<file path="src/rtl/dma_axi_wr.sv">
// Single-burst-outstanding AXI4 write master fed by a first-word-fall-through source.
// Optional 4 KB burst splitting is enabled by defining DMA_WR_4K_SPLIT_EN.
module dma_axi_wr #(
    parameter int AXI_ADDR_WIDTH = 32,
    parameter int AXI_DATA_WIDTH = 128,
    parameter int BURST_LEN      = 64
) (
    input  logic                          CLK,
    input  logic                          RESETN,
    input  logic [AXI_ADDR_WIDTH-1:0]     dma_waddr,
    input  logic                          dma_wareq,
    input  logic [15:0]                   dma_wsize,
    output logic                          dma_wbusy,
    input  logic [AXI_DATA_WIDTH-1:0]     dma_wdata,
    input  logic                          dma_wready,
    output logic                          dma_wvalid,
    output logic                          wr_err,
    output logic [AXI_ADDR_WIDTH-1:0]     M_AXI_AWADDR,
    output logic [7:0]                    M_AXI_AWLEN,
    output logic [2:0]                    M_AXI_AWSIZE,
    output logic [1:0]                    M_AXI_AWBURST,
    output logic                          M_AXI_AWVALID,
    input  logic                          M_AXI_AWREADY,
    output logic [AXI_DATA_WIDTH-1:0]     M_AXI_WDATA,
    output logic [AXI_DATA_WIDTH/8-1:0]   M_AXI_WSTRB,
    output logic                          M_AXI_WLAST,
    output logic                          M_AXI_WVALID,
    input  logic                          M_AXI_WREADY,
    input  logic [1:0]                    M_AXI_BRESP,
    input  logic                          M_AXI_BVALID,
    output logic                          M_AXI_BREADY
);
    // state  | meaning
    // S_IDLE | waiting for a non-empty request
    // S_ADDR | presenting AW for the current burst
    // S_DATA | streaming beats from the source
    // S_RESP | waiting for the burst's write response
    localparam int BPB     = AXI_DATA_WIDTH / 8;
    localparam int SZ_LOG2 = $clog2(BPB);

    typedef enum logic [1:0] {S_IDLE, S_ADDR, S_DATA, S_RESP} state_t;

    state_t                      r_state;
    state_t                      w_state_nxt;
    logic [AXI_ADDR_WIDTH-1:0]   r_addr;
    logic [15:0]                 r_remain;
    logic [8:0]                  r_beats;
    logic [8:0]                  r_cnt;
    logic [7:0]                  r_awlen;
    logic                        r_busy;
    logic                        r_err;

    logic                        w_accept;
    logic                        w_beat;
    logic                        w_b_done;
    logic                        w_next_burst;
    logic [AXI_ADDR_WIDTH-1:0]   w_step;
    logic [AXI_ADDR_WIDTH-1:0]   w_calc_addr;
    logic [15:0]                 w_calc_remain;
    logic [8:0]                  w_beats_len;
    logic [8:0]                  w_beats;

    assign w_accept     = (r_state == S_IDLE) && dma_wareq && (dma_wsize != 16'd0);
    assign w_beat       = (r_state == S_DATA) && dma_wready && M_AXI_WREADY;
    assign w_b_done     = (r_state == S_RESP) && M_AXI_BVALID;
    assign w_next_burst = w_b_done && (r_remain != 16'd0);

    // Next burst starts where the previous one ended; first burst takes the request.
    assign w_step        = AXI_ADDR_WIDTH'(r_beats) << SZ_LOG2;
    assign w_calc_addr   = (r_state == S_IDLE) ? dma_waddr : r_addr + w_step;
    assign w_calc_remain = (r_state == S_IDLE) ? dma_wsize : r_remain;
    assign w_beats_len   = (w_calc_remain > 16'(BURST_LEN)) ? 9'(BURST_LEN) : w_calc_remain[8:0];

`ifdef DMA_WR_4K_SPLIT_EN
    logic [12:0] w_4k_bytes;
    logic [12:0] w_4k_beats;
    assign w_4k_bytes = 13'd4096 - {1'b0, w_calc_addr[11:0]};
    assign w_4k_beats = w_4k_bytes >> SZ_LOG2;
    assign w_beats    = ({4'd0, w_beats_len} > w_4k_beats) ? w_4k_beats[8:0] : w_beats_len;
`else
    assign w_beats    = w_beats_len;
`endif

    always_ff @(posedge CLK or negedge RESETN) begin
        if (!RESETN) r_state <= S_IDLE;
        else         r_state <= w_state_nxt;
    end

    always_comb begin
        w_state_nxt   = r_state;
        M_AXI_AWVALID = 1'b0;
        M_AXI_WVALID  = 1'b0;
        M_AXI_BREADY  = 1'b0;
        case (r_state)
            S_IDLE: if (w_accept) w_state_nxt = S_ADDR;
            S_ADDR: begin
                M_AXI_AWVALID = 1'b1;
                if (M_AXI_AWREADY) w_state_nxt = S_DATA;
            end
            S_DATA: begin
                M_AXI_WVALID = dma_wready;
                if (w_beat && (r_cnt == 9'd1)) w_state_nxt = S_RESP;
            end
            S_RESP: begin
                M_AXI_BREADY = 1'b1;
                if (M_AXI_BVALID) w_state_nxt = (r_remain != 16'd0) ? S_ADDR : S_IDLE;
            end
            default: w_state_nxt = S_IDLE;
        endcase
    end

    always_ff @(posedge CLK or negedge RESETN) begin
        if (!RESETN) begin
            r_addr   <= '0;
            r_remain <= '0;
            r_beats  <= '0;
            r_cnt    <= '0;
            r_awlen  <= '0;
            r_busy   <= 1'b0;
            r_err    <= 1'b0;
        end else begin
            if (w_accept || w_next_burst) begin
                r_addr   <= w_calc_addr;
                r_awlen  <= 8'(w_beats - 9'd1);
                r_beats  <= w_beats;
                r_cnt    <= w_beats;
                r_remain <= w_calc_remain - 16'(w_beats);
            end else if (w_beat) begin
                r_cnt <= r_cnt - 9'd1;
            end
            if (w_accept)                              r_busy <= 1'b1;
            else if (w_b_done && r_remain == 16'd0)    r_busy <= 1'b0;
            if (w_accept)                              r_err  <= 1'b0;
            else if (w_b_done && M_AXI_BRESP != 2'b00) r_err  <= 1'b1;
        end
    end

    assign dma_wbusy     = r_busy;
    assign dma_wvalid    = w_beat;
    assign wr_err        = r_err;
    assign M_AXI_AWADDR  = r_addr;
    assign M_AXI_AWLEN   = r_awlen;
    assign M_AXI_AWSIZE  = 3'(SZ_LOG2);
    assign M_AXI_AWBURST = 2'b01;
    assign M_AXI_WDATA   = dma_wdata;
    assign M_AXI_WSTRB   = '1;
    assign M_AXI_WLAST   = (r_state == S_DATA) && (r_cnt == 9'd1);
endmodule
</file>
<file path="config.mk">
export PLATFORM = sky130hd
export DESIGN_NAME = dma_axi_wr
export DESIGN_NICKNAME = d
export VERILOG_FILES = /design/src/rtl/dma_axi_wr.sv
export SDC_FILE = /design/constraint.sdc
export NUM_CORES = 1
export LEC_CHECK = 0
export CORE_AREA = 4 4 147 149
export CTS_BUF_LIST = sky130_fd_sc_hd__clkbuf_4
export DETAILED_ROUTE_END_ITERATION = 8
export DIE_AREA = 0 0 151 153
export HOLD_SLACK_MARGIN = 0.12
export PLACE_DENSITY = 0.78
export SYNTH_ARGS = -nofsm -noshare
export SYNTH_HDL_FRONTEND = slang
export SYNTH_SLANG_ARGS = --single-unit
export TNS_END_PERCENT = 50
</file>
<file path="constraint.sdc">
create_clock -name CLK -period 9.34 [get_ports CLK]
set_clock_uncertainty 0.05 [all_clocks]
set_input_delay 0.934 -clock CLK [delete_from_list [all_inputs] [get_ports CLK]]
set_output_delay 0.934 -clock CLK [all_outputs]
set_load 0.005 [all_outputs]
</file>
==> reports/summary.json, run 1 <==
{
  "outcome": "completed",
  "crit_slowest_cell": "sky130_fd_sc_hd__buf_4",
  "critical-path-top-delay-family": "buffers and inverters",
  "worst-path-max-fanout": 69,
  "dp.cells": 949,
  "design_area_mm2": 0.00664,
  "floorplan.io_pins": 381,
  "buffers_and_inverters_on_the_worst_path": 4,
  "placed_cell_area_mm2": 0.00648,
  "max_cap_violations": 0,
  "drt_pre_antenna_iters": 5,
  "ys_dominant_reg_cell": "sky130_fd_sc_hd__dfrtp_1",
  "finalHoldViolations": 0,
  "cp_slowest_stage_delay_ns": 0.64,
  "layout.core_utilization": 0.329,
  "tritoncts_buffers": 9,
  "cp_data_required_time_ns": 9.63,
  "nature_of_the_critical_path_endpoint": "register",
  "drt_first_iter_violations": 368,
  "static-leakage-power_nw": 2.62,
  "num-nets-final": 894,
  "power-per-cell-area_mw_per_mm2": 266,
  "initial_utilization": 0.311,
  "die_area_mm2": 0.0231,
  "regArea_mm2": 0.00195,
  "min-delay-path-class": "input pin to async pin",
  "clk_path_buf_depth": 2,
  "worst_ep_arrival_time_ns": 4.74,
  "via_total_after_detailed_routing": 4932,
  "clock-sinks": 78,
  "grt_max_degree": 70,
  "grt_pass1_wl_um": 27000,
  "combinationalPowerShare": 0.547,
  "vdd_ir_drop_max_mv": 0.153,
  "die_outline_height_um": 153,
  "fin_cells": 965,
  "post_synthesis_cell_area_mm2": 0.00628,
  "vias_in_the_first_global_route": 4762,
  "rsz0062_at_grt": "no",
  "via_per_instance_ratio": 5.11,
  "critical_path.startpoint_type": "register",
  "port_buffers": 103,
  "ys_async_sr_fraction": 1.00,
  "route.final.wire_length_um": 17100,
  "floorplan.rows": 52,
  "dieWidth_um": 151,
  "synth_edf_count": 0,
  "timing.critical_path.cells": "inv_1 -> ha_2 -> buf_4 -> inv_2 -> and4_1 -> o32ai_1 -> buf_4 -> nand2_1 -> ha_1 -> or4_4 -> o211ai_4 -> mux2_1 -> a21oi_1 -> o21ai_1",
  "swShare": 0.447,
  "seq_power_share": 0.318,
  "ctsRootBufferMaster": "sky130_fd_sc_hd__clkbuf_4",
  "fillerInstances": 2118,
  "worstMarginPinSlew_ns": 1.14,
  "finalCritPeriodShare": 0.477,
  "power_mw": 1.76,
  "critPathMostFrequentCell": "sky130_fd_sc_hd__buf_4",
  "layout-area-overhead-vs-synth_pct": 5.66,
  "globalplace.congestion": 0.833,
  "synth-seq-area-share": 0.311,
  "clock_latency_ns": 0.45,
  "cts_resized": 0,
  "power_switching_mw": 0.789,
  "synth_area_per_cell_um2": 8.60,
  "clkPwrFrac": 0.135,
  "multi_input_comb_area_mm2": 0.00307,
  "tritoncts_clock_tree": "done",
  "ys_warn_count": 0,
  "maximum_level_of_the_cts_h_tree": 3,
  "grt_use_total": 0.146,
  "antenna_violations_before_repair": 0,
  "post-cts-setup-buffer-count": 0,
  "synth.distinct_cells": 79,
  "max_slew_violation_total_from_the_final_report": 0,
  "setup_viol": 0,
  "fraction_of_layout_cells_with_a_size_suffix_above_1": 0.0806,
  "path_clk_slew_ns": 0.13,
  "finalWorstPathRequiredPeriod_ns": 4.46,
  "routed_wire_per_std_cell_um": 17.7,
  "critPathKind": "register to register",
  "antenna_violating_nets_left": 0,
  "internal-power_mw": 0.976,
  "post-dp-hpwl_um": 12600,
  "max_slew_margin": 0.237,
  "area_of_the_core_mm2": 0.0202,
  "setup-tns-final_ns": 0,
  "timing.fmax_mhz": 224,
  "antenna-diode-count": 0,
  "drt_drc_violations_left": 0,
  "synth-seq-cells": 78,
  "cts.hold.buffers_added": 0,
  "overflow": 0,
  "postSynthCellCount": 730
}
## logic make-up (layout without fill, tap and decap cells)
logic type / Yosys count / after routing / share of synthesized area
mux: 26 / 26 / 0.0464
other cells: 2 / 22 / 0.00120
flops: 78 / 78 / 0.311
simple gates: 232 / 232 / 0.185
fa+ha+maj: 19 / 19 / 0.0391
xor+xnor: 23 / 23 / 0.0321
buf+inv: 193 / 138 / 0.213
compound gates: 157 / 157 / 0.173
## sequential cells by signal, summed over array words and instances (netlist names)
| signal | flops |
|---|---|
| r_beats | 9 |
| r_cnt | 9 |
| r_remain | 16 |
| M_AXI_AWADDR | 32 |
| wr_err | 1 |
| r_state | 2 |
| M_AXI_AWLEN | 8 |
| dma_wbusy | 1 |
## cell type report
type,count,share of cell area
repair buffers,109,0.162
inverters,13,0.00735
clock buffers,11,0.0124
well taps,270,0.0509
multi-input cells,479,0.462
clock inverters,5,0.0111
flip-flops and latches,78,0.294
## path summary, 6_finish.rpt
kind | startpoint | end | slack (ns) | cells after the start
max | r_state[1] | r_remain[10] | 4.88 | 14
min | RESETN | M_AXI_AWADDR[9] | 0.29 | 1
max reg2reg | r_state[1] | r_remain[10] | 4.88 | 14
min reg2reg | M_AXI_AWADDR[1] | M_AXI_AWADDR[1] | 0.44 | 2
max in group asynchronous | RESETN | M_AXI_AWADDR[28] | 7.84 | 2
min in group CLK | M_AXI_AWADDR[1] | M_AXI_AWADDR[1] | 0.44 | 2
## metrics by stage
stage          setup WS, ns  hold slack (ns)
2_1_floorplan          5.57            0.393
3_3_place_gp           5.03            0.403
3_5_place_dp           4.91            0.411
4_1_cts                4.88            0.258
5_1_grt                4.56            0.250
6_report               4.88            0.286
## synthesized netlist by cell type, drive strengths merged, types with 2 or more instances
master	number	area share
buf	165	0.20
dfrtp	78	0.31
nand2	76	0.047
nor2	52	0.031
o21ai	48	0.038
a21oi	35	0.028
nor3	27	0.024
mux2i	20	0.035
ha	18	0.036
nand3	16	0.014
clkbuf	15	0.0090
inv	13	0.0078
o22ai	13	0.013
xor2	13	0.018
nand4	11	0.011
nor4	11	0.014
xnor2	10	0.014
o21a	9	0.011
a22oi	7	0.0084
and3	7	0.0070
nor2b	7	0.0070
a211oi	6	0.0080
mux2	6	0.011
o211ai	6	0.013
and2	5	0.0050
or3	5	0.0050
nor3b	4	0.0048
a31oi	3	0.0030
and4	3	0.0042
o31ai	3	0.0044
a2111oi	2	0.0058
a21o	2	0.0024
a221oi	2	0.0038
a22o	2	0.0028
a311o	2	0.0032
a311oi	2	0.0028
conb	2	0.0012
nand2b	2	0.0020
o21bai	2	0.0030
o32ai	2	0.0028
or2	2	0.0020
## layer usage
metal	share of wire	track usage	vias up
met1	0.39	0.179	2364
met4	0.026	0.0492	0
li1	-	-	2318
met2	0.50	0.239	195
met3	0.085	0.0515	55
met5	0	0	-
## power groups by stage
stage / Clock (mW) / Sequential (mW) / Combinational [mW]
5_1_grt: 0.264 / 0.578 / 1.08
2_1_floorplan: 0 / 0.538 / 0.730
3_3_place_gp: 0 / 0.561 / 0.943
6_report: 0.238 / 0.561 / 0.966
4_1_cts: 0.248 / 0.559 / 0.974
3_5_place_dp: 0 / 0.566 / 0.970
## cells in the final DEF (no fill, tap or decap), drive strengths merged, types with 7 or more instances in the layout
cell type and n:
a21oi 35, a22oi 7, and3 7, buf 7, clkbuf 11, clkdlybuf4s50 102
conb 22, dfrtp 78, ha 18, inv 13, mux2i 20, nand2 76
nand3 16, nand4 11, nor2 52, nor2b 7, nor3 27, nor4 11
o21a 9, o21ai 48, o22ai 13, xnor2 10, xor2 13
(Power assumes the default switching activity.)
==> run 2: changes to the inputs <==
--- a/config.mk
+++ b/config.mk
@@ -5,12 +5,12 @@
 export SDC_FILE = /design/constraint.sdc
 export NUM_CORES = 1
 export LEC_CHECK = 0
-export CORE_AREA = 4 4 147 149
+export CORE_AREA = 4 4 148 150
 export CTS_BUF_LIST = sky130_fd_sc_hd__clkbuf_4
 export DETAILED_ROUTE_END_ITERATION = 8
-export DIE_AREA = 0 0 151 153
+export DIE_AREA = 0 0 152 154
 export HOLD_SLACK_MARGIN = 0.12
-export PLACE_DENSITY = 0.78
+export PLACE_DENSITY = 0.8
 export SYNTH_ARGS = -nofsm -noshare
 export SYNTH_HDL_FRONTEND = slang
 export SYNTH_SLANG_ARGS = --single-unit
==> constraint.sdc (replaced) <==
create_clock -name CLK -period 4.06 [get_ports CLK]
set_clock_uncertainty 0.05 [all_clocks]
set_input_delay 0.406 -clock CLK [delete_from_list [all_inputs] [get_ports CLK]]
set_output_delay 0.406 -clock CLK [all_outputs]
set_load 0.005 [all_outputs]
==> reports/summary.json, run 2 (synthesized netlist as in run 1, its figures left out) <==
{
  "largest_register_ff_count": {"value": 32, "change": "unchanged"},
  "critical-path-top-delay-family": {"value": "simple AND/OR/NAND/NOR gates", "change": "was buffers and inverters"},
  "via_total_after_detailed_routing": {"value": 5009, "change": "was 4932"},
  "maximum_level_of_the_cts_h_tree": {"value": 3, "change": "unchanged"},
  "antenna_violating_nets_left": {"value": 0, "change": "unchanged"},
  "worst_hold_path.endpoint": "M_AXI_AWADDR[1]",
  "buffers_and_inverters_on_the_worst_path": {"value": 1, "change": "was 4"},
  "critical_path.reg2reg.endpoint": {"value": "r_remain[10]", "change": "unchanged"},
  "drt_first_iter_violations": {"value": 280, "change": "was 368"},
  "routed_wire_per_std_cell": {"value": 17.8, "unit": "um", "change": "was 17.7 um"},
  "r2r_setup_slack": {"value": 0.68, "unit": "ns", "change": "was 4.88 ns"},
  "fraction_of_layout_cells_with_a_size_suffix_above_1": {"value": 0.0869, "change": "was 0.0806"},
  "max_cap_violations": {"value": 0, "change": "unchanged"},
  "cp_slowest_stage_delay": {"value": 0.59, "unit": "ns", "change": "was 0.64 ns"},
  "nature_of_the_critical_path_endpoint": {"value": "register", "change": "unchanged"},
  "floorplan.io_pins": {"value": 381, "change": "unchanged"},
  "grt_use_total": {"value": 0.144, "change": "was 0.146"},
  "worst_ep_arrival_time": {"value": 3.69, "unit": "ns", "change": "was 4.74 ns"},
  "power-per-cell-area": {"value": 617, "unit": "mW/mm^2", "change": "was 266 mW/mm^2"},
  "grt_pass1_wl": {"value": 26700, "unit": "um", "change": "was 27000 um"},
  "static-leakage-power": {"value": 2.66, "unit": "nW", "change": "was 2.62 nW"},
  "timing.fmax": {"value": 296, "unit": "MHz", "change": "was 224 MHz"},
  "route.final.wire_length": {"value": 17400, "unit": "um", "change": "was 17100 um"},
  "clk_path_buf_depth": {"value": 2, "change": "unchanged"},
  "clock_latency": {"value": 0.47, "unit": "ns", "change": "was 0.45 ns"},
  "outcome": {"value": "completed", "change": "unchanged"},
  "hold_depth": 3,
  "min-delay-path-class": {"value": "input pin to register", "change": "was input pin to async pin"},
  "rsz0062_at_grt": {"value": "no", "change": "unchanged"},
  "grt_max_degree": {"value": 65, "change": "was 70"},
  "antenna_violations_before_repair": {"value": 0, "change": "unchanged"},
  "cp_data_required_time": {"value": 4.37, "unit": "ns", "change": "was 9.63 ns"},
  "final_common_cell": {"value": "sky130_fd_sc_hd__clkdlybuf4s50_1", "change": "unchanged"},
  "die_area": {"value": 0.0234, "unit": "mm^2", "change": "was 0.0231 mm^2"},
  "tritoncts_clock_tree": {"value": "done", "change": "unchanged"},
  "drt_drc_violations_left": {"value": 0, "change": "unchanged"},
  "drt_pre_antenna_iters": {"value": 4, "change": "was 5"},
  "hold_path_startpoint": "dma_waddr[1]",
  "initial_utilization": {"value": 0.304, "change": "was 0.311"},
  "finalWorstPathRequiredPeriod": {"value": 3.38, "unit": "ns", "change": "was 4.46 ns"},
  "layout.core_utilization": {"value": 0.324, "change": "was 0.329"},
  "post-cts-setup-buffer-count": {"value": 0, "change": "unchanged"},
  "critical_path.startpoint_type": {"value": "register", "change": "unchanged"},
  "commonest_cells_after_routing_fill_and_taps_aside": {"value": "sky130_fd_sc_hd__clkdlybuf4s50_1, sky130_fd_sc_hd__dfrtp_1, sky130_fd_sc_hd__nand2_1", "change": "unchanged"},
  "max_slew_violation_total_from_the_final_report": {"value": 0, "change": "unchanged"},
  "dieWidth": {"value": 152, "unit": "um", "change": "was 151 um"},
  "setup_viol": {"value": 0, "change": "unchanged"},
  "port_buffers": {"value": 103, "change": "unchanged"},
  "area_of_the_core": {"value": 0.0207, "unit": "mm^2", "change": "was 0.0202 mm^2"},
  "worst-path-max-fanout": {"value": 9, "change": "was 69"},
  "post-dp-hpwl": {"value": 13100, "unit": "um", "change": "was 12600 um"},
  "via_per_instance_ratio": {"value": 5.13, "change": "was 5.11"},
  "worstMarginPinSlew": {"value": 0.851, "unit": "ns", "change": "was 1.14 ns"},
  "antenna-diode-count": {"value": 0, "change": "unchanged"},
  "tritoncts_buffers": {"value": 9, "change": "unchanged"},
  "globalplace.congestion": {"value": 0.820, "change": "was 0.833"},
  "num-nets-final": {"value": 901, "change": "was 894"},
  "max_slew_margin": {"value": 0.429, "change": "was 0.237"},
  "vdd_ir_drop_max": {"value": 0.245, "unit": "mV", "change": "was 0.153 mV"},
  "clock-sinks": {"value": 78, "change": "unchanged"},
  "rr_worst_depth": {"value": 12, "change": "was 14"},
  "path_clk_slew": {"value": 0.15, "unit": "ns", "change": "was 0.13 ns"},
  "critPathKind": {"value": "register to register", "change": "unchanged"},
  "ctsRootBufferMaster": {"value": "sky130_fd_sc_hd__clkbuf_4", "change": "unchanged"},
  "crit_slowest_cell": {"value": "sky130_fd_sc_hd__or4_4", "change": "was sky130_fd_sc_hd__buf_4"},
  "finalCritPeriodShare": {"value": 0.833, "change": "was 0.477"},
  "setup-tns-final": {"value": 0, "unit": "ns", "change": "unchanged"},
  "die_outline_height": {"value": 154, "unit": "um", "change": "was 153 um"},
  "finalHoldViolations": {"value": 0, "change": "unchanged"},
  "critical_r2r_launch": {"value": "r_state[1]", "change": "unchanged"},
  "timing.critical_path.cells": {"value": "inv_1 -> ha_2 -> nor4_1 -> and2_1 -> o32ai_1 -> nand2_1 -> ha_1 -> or4_4 -> o211ai_4 -> mux2_1 -> a21oi_1 -> o21ai_1", "change": "was inv_1 -> ha_2 -> buf_4 -> inv_2 -> and4_1 -> o32ai_1 -> buf_4 -> nand2_1 -> ha_1 -> or4_4 -> o211ai_4 -> mux2_1 -> a21oi_1 -> o21ai_1"},
  "floorplan.rows": {"value": 53, "change": "was 52"},
  "vias_in_the_first_global_route": {"value": 4693, "change": "was 4762"},
  "layout-area-overhead-vs-synth": {"value": 6.89, "unit": "%", "change": "was 5.66%"},
  "fillerInstances": {"value": 2157, "change": "was 2118"},
  "overflow": {"value": 0, "change": "unchanged"}
}
[run 2: cell types whose count changed in the layout (fill, tap and decap cells not counted)]
cell,before,now
sky130_fd_sc_hd__buf_4,7,12
sky130_fd_sc_hd__clkinv_2,2,0
sky130_fd_sc_hd__buf_12,0,1
sky130_fd_sc_hd__clkbuf_4,11,10
sky130_fd_sc_hd__clkinv_1,1,2
sky130_fd_sc_hd__clkinv_4,0,1
sky130_fd_sc_hd__dlygate4sd3_1,0,1
sky130_fd_sc_hd__inv_6,0,1
[run 2: how the worst max path moves through the flow]
| stage | slack, ns | depth (start not counted) | end | start |
|---|---|---|---|---|
| finish | 0.68 | 12 | r_remain[10] | r_state[1] |
| global route | 0.47 | 12 | r_remain[10] | r_state[0] |
| CTS | 0.67 | 12 | r_remain[10] | r_state[0] |
| detailed placement | 0.49 | 11 | r_remain[10] | dma_wsize[2] |
| floorplan | 0.47 | 15 | r_remain[10] | r_state[0] |
| global placement | 0.57 | 11 | r_remain[10] | dma_wsize[2] |
[run 2: per-layer routing]
metal / GRT usage / vias up / share of wire
met3: 0.0521 / 74 / 0.090
met5: 0 / - / 0
met1: 0.166 / 2368 / 0.39
met2: 0.228 / 234 / 0.47
li1: - / 2333 / -
met4: 0.0886 / 0 / 0.051
[run 2: where the power goes]
part           switching, mW  internal (mW)  total (mW)
Combinational           1.27           1.01        2.29
Clock                  0.303          0.256       0.559
Sequential             0.279           1.02        1.29
[run 2: cell type report]
class	instances	area, um^2	share of cell area
Multi-Input combinational cell	479	3070	0.457
Sequential cell	78	1950	0.291
Timing Repair Buffer	116	1140	0.170
Tap cell	275	344	0.0513
Clock inverter	6	85.1	0.0127
Clock buffer	10	75.1	0.0112
Inverter	13	48.8	0.00727
[run 2: worst min-delay path, stage by stage]
cell                              delay, ns
sky130_fd_sc_hd__clkdlybuf4s50_1       0.39
sky130_fd_sc_hd__nand2_1               0.05
sky130_fd_sc_hd__nand2_1               0.04
[run 2: metrics by stage]
| stage | hold WS (ns) | instances | power, mW | worst slack [ns] | instance area, um^2 |
|---|---|---|---|---|---|
| 6_report | 0.394 | 977 | 4.14 | 0.679 | 6710 |
| 5_1_grt | 0.365 | 977 | 4.48 | 0.475 | 6710 |
| 4_1_cts | 0.332 | 977 | 4.19 | 0.671 | 6710 |
| 3_5_place_dp | 0.405 | 960 | 3.60 | 0.490 | 6540 |
| 3_3_place_gp | 0.401 | 960 | 3.54 | 0.567 | 6540 |
| 2_1_floorplan | 0.0604 | 750 | 2.92 | 0.472 | 6350 |
[run 2: what timing repair did]
action / CTS / global route
hold buffers: 1 / 0
resized for setup: 0 / 0
hold endpoints to repair: 50 / 0
